### config.mk
export PLATFORM = sky130hd
export DESIGN_NAME = nvme_fifo_pack
export DESIGN_NICKNAME = d
export VERILOG_FILES = /design/src/rtl/nvme_pack_pkg.sv /design/src/rtl/nvme_pack_timer.sv /design/src/rtl/nvme_fifo_pack.sv
export SDC_FILE = /design/constraint.sdc
export NUM_CORES = 1
export LEC_CHECK = 0
export CAP_MARGIN = 20
export CELL_PAD_IN_SITES_DETAIL_PLACEMENT = 0
export CELL_PAD_IN_SITES_GLOBAL_PLACEMENT = 2
export CORE_MARGIN = 3
export CORE_UTILIZATION = 39
export CTS_BUF_LIST = sky130_fd_sc_hd__clkbuf_8
export DETAILED_ROUTE_END_ITERATION = 8
export GPL_TIMING_DRIVEN = 1
export HOLD_SLACK_MARGIN = 0.05
export PLACE_DENSITY_LB_ADDON = 0.1
export SLEW_MARGIN = 30
export SYNTH_ARGS = -nofsm -noshare
export SYNTH_HDL_FRONTEND = slang
export SYNTH_SLANG_ARGS = --single-unit
### constraint.sdc
create_clock -name clk -period 16.7 [get_ports clk]
set_input_delay 3.34 -clock clk [delete_from_list [all_inputs] [get_ports clk]]
set_output_delay 3.34 -clock clk [all_outputs]
set_load 0.02 [all_outputs]
### src/rtl/nvme_pack_pkg.sv
// nvme_pack_pkg: state encoding and fifo_din field offsets
// shared by the nvme_fifo beat packer files.
package nvme_pack_pkg;

  typedef enum logic {
    IDLE = 1'b0,
    FILL = 1'b1
  } state_t;

  function automatic int data_lsb();
    return 0;
  endfunction

  function automatic int count_lsb(
    input int iwidth,
    input int ratio
  );
    return iwidth * ratio;
  endfunction

  function automatic int last_bit(
    input int iwidth,
    input int ratio,
    input int cwidth
  );
    return iwidth * ratio + cwidth;
  endfunction

endpackage

### src/rtl/nvme_pack_timer.sv
// nvme_pack_timer: saturating idle counter for the packer,
// pulses expire when a held partial entry has aged out.
module nvme_pack_timer #(
  parameter int timeout = 64,
  parameter int twidth  = $clog2(timeout + 1)
) (
  input  logic clk,
  input  logic reset,
  input  logic clear,
  input  logic run,
  output logic expire
);

  localparam logic [twidth-1:0] last_cnt =
    twidth'(timeout - 1);
  localparam logic [twidth-1:0] max_cnt = '1;

  logic [twidth-1:0] cnt_q;

  assign expire = run & (cnt_q == last_cnt);

  always_ff @(posedge clk or posedge reset) begin
    if (reset) begin
      cnt_q <= '0;
    end else if (clear) begin
      cnt_q <= '0;
    end else if (run && cnt_q != max_cnt) begin
      cnt_q <= cnt_q + twidth'(1);
    end
  end

endmodule

### src/rtl/nvme_fifo_pack.sv
// nvme_fifo_pack: packs narrow beats into wide nvme_fifo entries.
// Define NVME_PACK_TIMEOUT_EN to flush aged partial entries.
module nvme_fifo_pack
  import nvme_pack_pkg::*;
#(
  parameter int iwidth  = 32,
  parameter int ratio   = 4,
  parameter int cwidth  = $clog2(ratio + 1),
  parameter int owidth  = 1 + cwidth + iwidth * ratio,
  parameter int timeout = 64
) (
  input  logic              clk,
  input  logic              reset,
  input  logic              in_valid,
  output logic              in_ready,
  input  logic [iwidth-1:0] in_data,
  input  logic              in_last,
  input  logic              flush,
  input  logic              fifo_almost_full,
  output logic              fifo_push,
  output logic [owidth-1:0] fifo_din,
  output logic              partial
);

  localparam int dwidth = iwidth * ratio;

  function automatic logic [owidth-1:0] pack_entry(
    input logic              last,
    input logic [cwidth-1:0] cnt,
    input logic [dwidth-1:0] data
  );
    logic [owidth-1:0] e;
    e = '0;
    e[last_bit(iwidth, ratio, cwidth)] = last;
    e[count_lsb(iwidth, ratio) +: cwidth] = cnt;
    e[data_lsb() +: dwidth] = data;
    return e;
  endfunction

  state_t            state_q, state_d;
  logic [cwidth-1:0] idx_q, idx_d, idx_inc;
  logic [dwidth-1:0] acc_q, acc_d, slots;
  logic [owidth-1:0] din_q, din_d;
  logic              push_q, push_d;
  logic              accept, done, expire;

  assign in_ready = ~fifo_almost_full & ~flush;
  assign accept   = in_valid & in_ready;
  assign idx_inc  = idx_q + cwidth'(1);
  assign done     = in_last |
                    (idx_q == cwidth'(ratio - 1));

  always_comb begin
    slots = acc_q;
    slots[idx_q * iwidth +: iwidth] = in_data;
  end

`ifdef NVME_PACK_TIMEOUT_EN
  logic run, clear;
  assign run   = (state_q == FILL) & ~accept;
  assign clear = accept | flush | expire;

  nvme_pack_timer #(
    .timeout (timeout)
  ) u_timer (
    .clk    (clk),
    .reset  (reset),
    .clear  (clear),
    .run    (run),
    .expire (expire)
  );
`else
  logic unused_timeout;
  assign expire = 1'b0;
  assign unused_timeout = ^timeout;
`endif

  always_comb begin
    state_d = state_q;
    idx_d   = idx_q;
    acc_d   = acc_q;
    din_d   = din_q;
    push_d  = 1'b0;
    if (flush) begin
      state_d = IDLE;
      idx_d   = '0;
      acc_d   = '0;
    end else if (accept) begin
      if (done) begin
        din_d   = pack_entry(in_last, idx_inc, slots);
        push_d  = 1'b1;
        acc_d   = '0;
        idx_d   = '0;
        state_d = IDLE;
      end else begin
        acc_d   = slots;
        idx_d   = idx_inc;
        state_d = FILL;
      end
    end else if (expire) begin
      // aged-out partial: short entry, not end of transfer
      din_d   = pack_entry(1'b0, idx_q, acc_q);
      push_d  = 1'b1;
      acc_d   = '0;
      idx_d   = '0;
      state_d = IDLE;
    end
  end

  always_ff @(posedge clk or posedge reset) begin
    if (reset) begin
      state_q <= IDLE;
      idx_q   <= '0;
      acc_q   <= '0;
      din_q   <= '0;
      push_q  <= 1'b0;
    end else begin
      state_q <= state_d;
      idx_q   <= idx_d;
      acc_q   <= acc_d;
      din_q   <= din_d;
      push_q  <= push_d;
    end
  end

  // a flush in the push cycle must not reach the fifo
  assign fifo_push = push_q & ~flush;
  assign fifo_din  = din_q;
  assign partial   = (state_q == FILL);

endmodule

==> impl_metrics.sql <==
INSERT INTO impl_metrics (metric_group, metric, value, unit) VALUES
('status', 'outcome', 'finished, final reports clean', ''),
('clock_network', 'cts_setup_buffers', '0', ''),
('power', 'pwr-share-seq', '47.0', '%'),
('yosys', 'synthDistinctLibCells', '36', ''),
('worst_setup_path', 'path_delay_family', 'buffers and inverters', ''),
('worst_setup_path', 'critPathLaunchType', 'input port', ''),
('clock_network', 'htreeDepth', '2', ''),
('worst_setup_path', 'crit_buf_inv', '2', ''),
('route', 'drc', '0', ''),
('worst_setup_path', 'worstPathCellList', 'clkdlybuf4s50_1, nor2b_1, clkdlybuf4s50_1', ''),
('route', 'met2_wirelength', '17970', 'µm'),
('power', 'switchingPower', '401.7', 'µW'),
('route', 'met3_length', '2464', 'µm'),
('yosys', 'synthesis.instances', '1123', ''),
('worst_setup_path', 'slowest_delay', '0.73', 'ns'),
('route', 'drt-pass1-iter-count', '6', ''),
('power', 'power_frac_clock', '40.5', '%'),
('worst_setup_path', 'cp_slowest_cell', 'clkdlybuf4s50_1', ''),
('clock_network', 'insertion_delay_of_the_later_clocked_pin_in_the_worst_skew_pair', '0.56', 'ns'),
('clock_network', 'hold_buffers', '0', ''),
('floorplan', 'initial_utilization', '39.81', '%'),
('yosys', 'synthesis.area', '11860', 'µm²'),
('clock_network', 'cts_resized', '0', ''),
('sta', 'maxSlewViolCount', '0', ''),
('placed_design', 'detailed_placement_wirelength_estimate', '22400', 'µm'),
('clock_network', 'tritoncts', 'built', ''),
('floorplan', 'io_pins', '173', ''),
('worst_setup_path', 'worst-setup-path-type', 'input port to primary output', ''),
('sta', 'setup_ws', '8.446', 'ns'),
('global_route', 'maximum_number_of_pins_on_one_net_before_global_route_repair', '163', ''),
('worst_setup_path', 'critPathMostFrequentCell', 'clkdlybuf4s50_1', ''),
('power', 'p_leak', '0.006128', 'µW'),
('layout', 'num-nets-final', '1252', ''),
('layout', 'area_delta_synth_final', '23.46', '%'),
('global_route', 'gr-total-overflow', '0', ''),
('power', 'design_power_total', '1448', 'µW'),
('global_route', 'global_route_wire_length_before_repair', '62120', 'µm'),
('clock_network', 'cts-buffers-inserted', '47', ''),
('route', 'met1_length', '18110', 'µm'),
('route', 'drt-initial-drc-count', '860', ''),
('worst_setup_path', 'worstRegToRegCells', '8', ''),
('floorplan', 'core-area', '29800', 'µm²'),
('layout', 'most-common-layout-cells', '265 x dfrtp_1, 226 x o21ai_0, 172 x clkdlybuf4s50_1, 99 x a22o_1', ''),
('global_route', 'first_global_vias', '10081', ''),
('layout', 'total_of_fill_cells_in_the_finished_design', '2803', ''),
('floorplan', 'rows', '63', ''),
('worst_setup_path', 'worst-path-max-fanout', '9', ''),
('route', 'detailroute.via_count', '9938', ''),
('placed_design', 'pre_cts_slack', '8.431', 'ns'),
('placed_design', 'i_o_buffers', '172', ''),
('yosys', 'syn-mean-instance-area', '10.56', 'µm²'),
('floorplan', 'dieHeight', '180.4', 'µm'),
('sta', 'finalHoldViolCount', '0', ''),
('floorplan', 'floorplan.die_area', '32550', 'µm²'),
('route', 'vias_per_cell', '6.093', ''),
('sta', 'layout_min_cycle_time', '8.254', 'ns'),
('worst_setup_path', 'timing.critical_path.arrival', '4.91', 'ns'),
('sta', 'worst_slew_pin_slew', '0.8199', 'ns'),
('floorplan', 'die_x_extent', '180.4', 'µm'),
('layout', 'fraction_of_layout_cells_with_a_size_suffix_above_1', '8.622', '%'),
('placed_design', 'dpl_cell_area', '13710', 'µm²'),
('sta', 'max_clock_freq', '121.2', 'MHz'),
('sta', 'setup-violations-final', '0', ''),
('yosys', 'synth.ff_latch_count', '265', ''),
('layout', 'n_antenna_cell', '0', ''),
('power', 'power.combinational.fraction', '12.4', '%'),
('sta', 'worst_hold_slack', '0.4965', 'ns'),
('clock_network', 'cts.reportedPaths.clkPinSlew', '0.05', 'ns'),
('sta', 'maxSlewHeadroom', '45.34', '%'),
('clock_network', 'clkSinkCount', '265', ''),
('worst_setup_path', 'critical_path_capture_point_type', 'primary output', '');
[metal layers]
metal,vias up,track usage [%]
met5,-,0
met4,2,5.680
met3,59,5.147
met2,346,36.59
met1,5094,34.32
li1,4437,-
[final timing paths]
check / startpoint / end / slack [ns]
worst max register to register: idx_q[0]$_DFFE_PP0P_ / acc_q[105]$_DFFE_PP0P_ / 12.83
worst max-delay path: flush / fifo_push / 8.45
worst min register to register: acc_q[52]$_DFFE_PP0P_ / acc_q[52]$_DFFE_PP0P_ / 0.50
worst min-delay path: acc_q[52]$_DFFE_PP0P_ / acc_q[52]$_DFFE_PP0P_ / 0.50
min in group asynchronous: reset / fifo_din[37]$_DFFE_PP0P_ / 3.28
max in group asynchronous: reset / acc_q[51]$_DFFE_PP0P_ / 11.97
[cell type report]
type | count | area, µm² | area share (%)
Sequential cell | 265 | 6631 | 45.28
Clock buffer | 60 | 825.8 | 5.639
Timing Repair Buffer | 199 | 1986 | 13.56
Tap cell | 390 | 488.0 | 3.332
Clock inverter | 22 | 86.33 | 0.5895
Inverter | 40 | 157.7 | 1.076
Multi-Input combinational cell | 655 | 4471 | 30.53
[synthesized netlist by cell type]
master	instances	area share, %
a21o_1	1	0.063
a21oi_1	32	1.4
a22o_1	99	7.3
a22oi_1	64	4.1
a31oi_1	32	1.7
a32oi_1	32	2.4
and2_1	3	0.16
and3_1	2	0.11
and4_1	2	0.15
and4b_1	2	0.17
buf_1	36	1.1
buf_2	24	1.0
buf_6	5	0.47
clkbuf_1	98	3.1
clkinv_1	1	0.032
dfrtp_1	265	56
ha_1	6	0.63
inv_1	39	1.2
mux2_2	2	0.19
nand2_1	5	0.16
nand3_1	32	1.4
nand4_1	1	0.053
nor2_1	5	0.16
nor2b_1	2	0.11
nor3b_2	1	0.11
nor4b_2	1	0.13
o2111ai_1	32	2.4
o211ai_1	64	4.1
o21ai_0	226	9.5
o21ai_1	2	0.084
o32ai_2	2	0.27
o32ai_4	1	0.23
or2_0	1	0.053
or2_2	1	0.053
or3b_4	1	0.095
or4b_1	1	0.084
[state kept, by name (all words and copies together) (netlist names)]
register and count:
push_q 1, idx_q 3, partial 1, acc_q 128, fifo_din 132
[power groups by stage]
stage	logic [µW]	clock network [µW]	registers, µW
after floorplan	76.7	0	710
after detailed placement	180	0	692
final	180	587	681
after global routing	195	630	683
after CTS	181	599	681
after global placement	179	0	693
[worst reg2reg max path, delay by kind of cell, from the launching register on]
| kind | cells | cell delay, ns |
|---|---|---|
| compound gates | 1 | 0.24 |
| fa+ha+maj | 2 | 0.57 |
| buf+inv | 3 | 1.73 |
| flops | 1 | 0.51 |
| simple gates | 2 | 0.77 |
[per-stage QoR]
stage | instances | utilization [%]
floorplan | 1123 | -
global placement | 1546 | 45.81
detailed placement | 1548 | 46.00
CTS | 1630 | 49.06
global route | 1631 | 49.15
finish | 1631 | 49.15
[cells by family (layout without fill, tap and decap cells)]
family	after synthesis	in the layout	share of synthesized area, %
adders and majority gates	6	6	0.6328
AOI/OAI and AO/OA	587	587	33.36
DFF	265	265	55.90
muxes	2	2	0.1898
buffers and inverters	203	321	6.993
and+or+nand+nor	60	60	2.922
(Power assumes the default switching activity.)
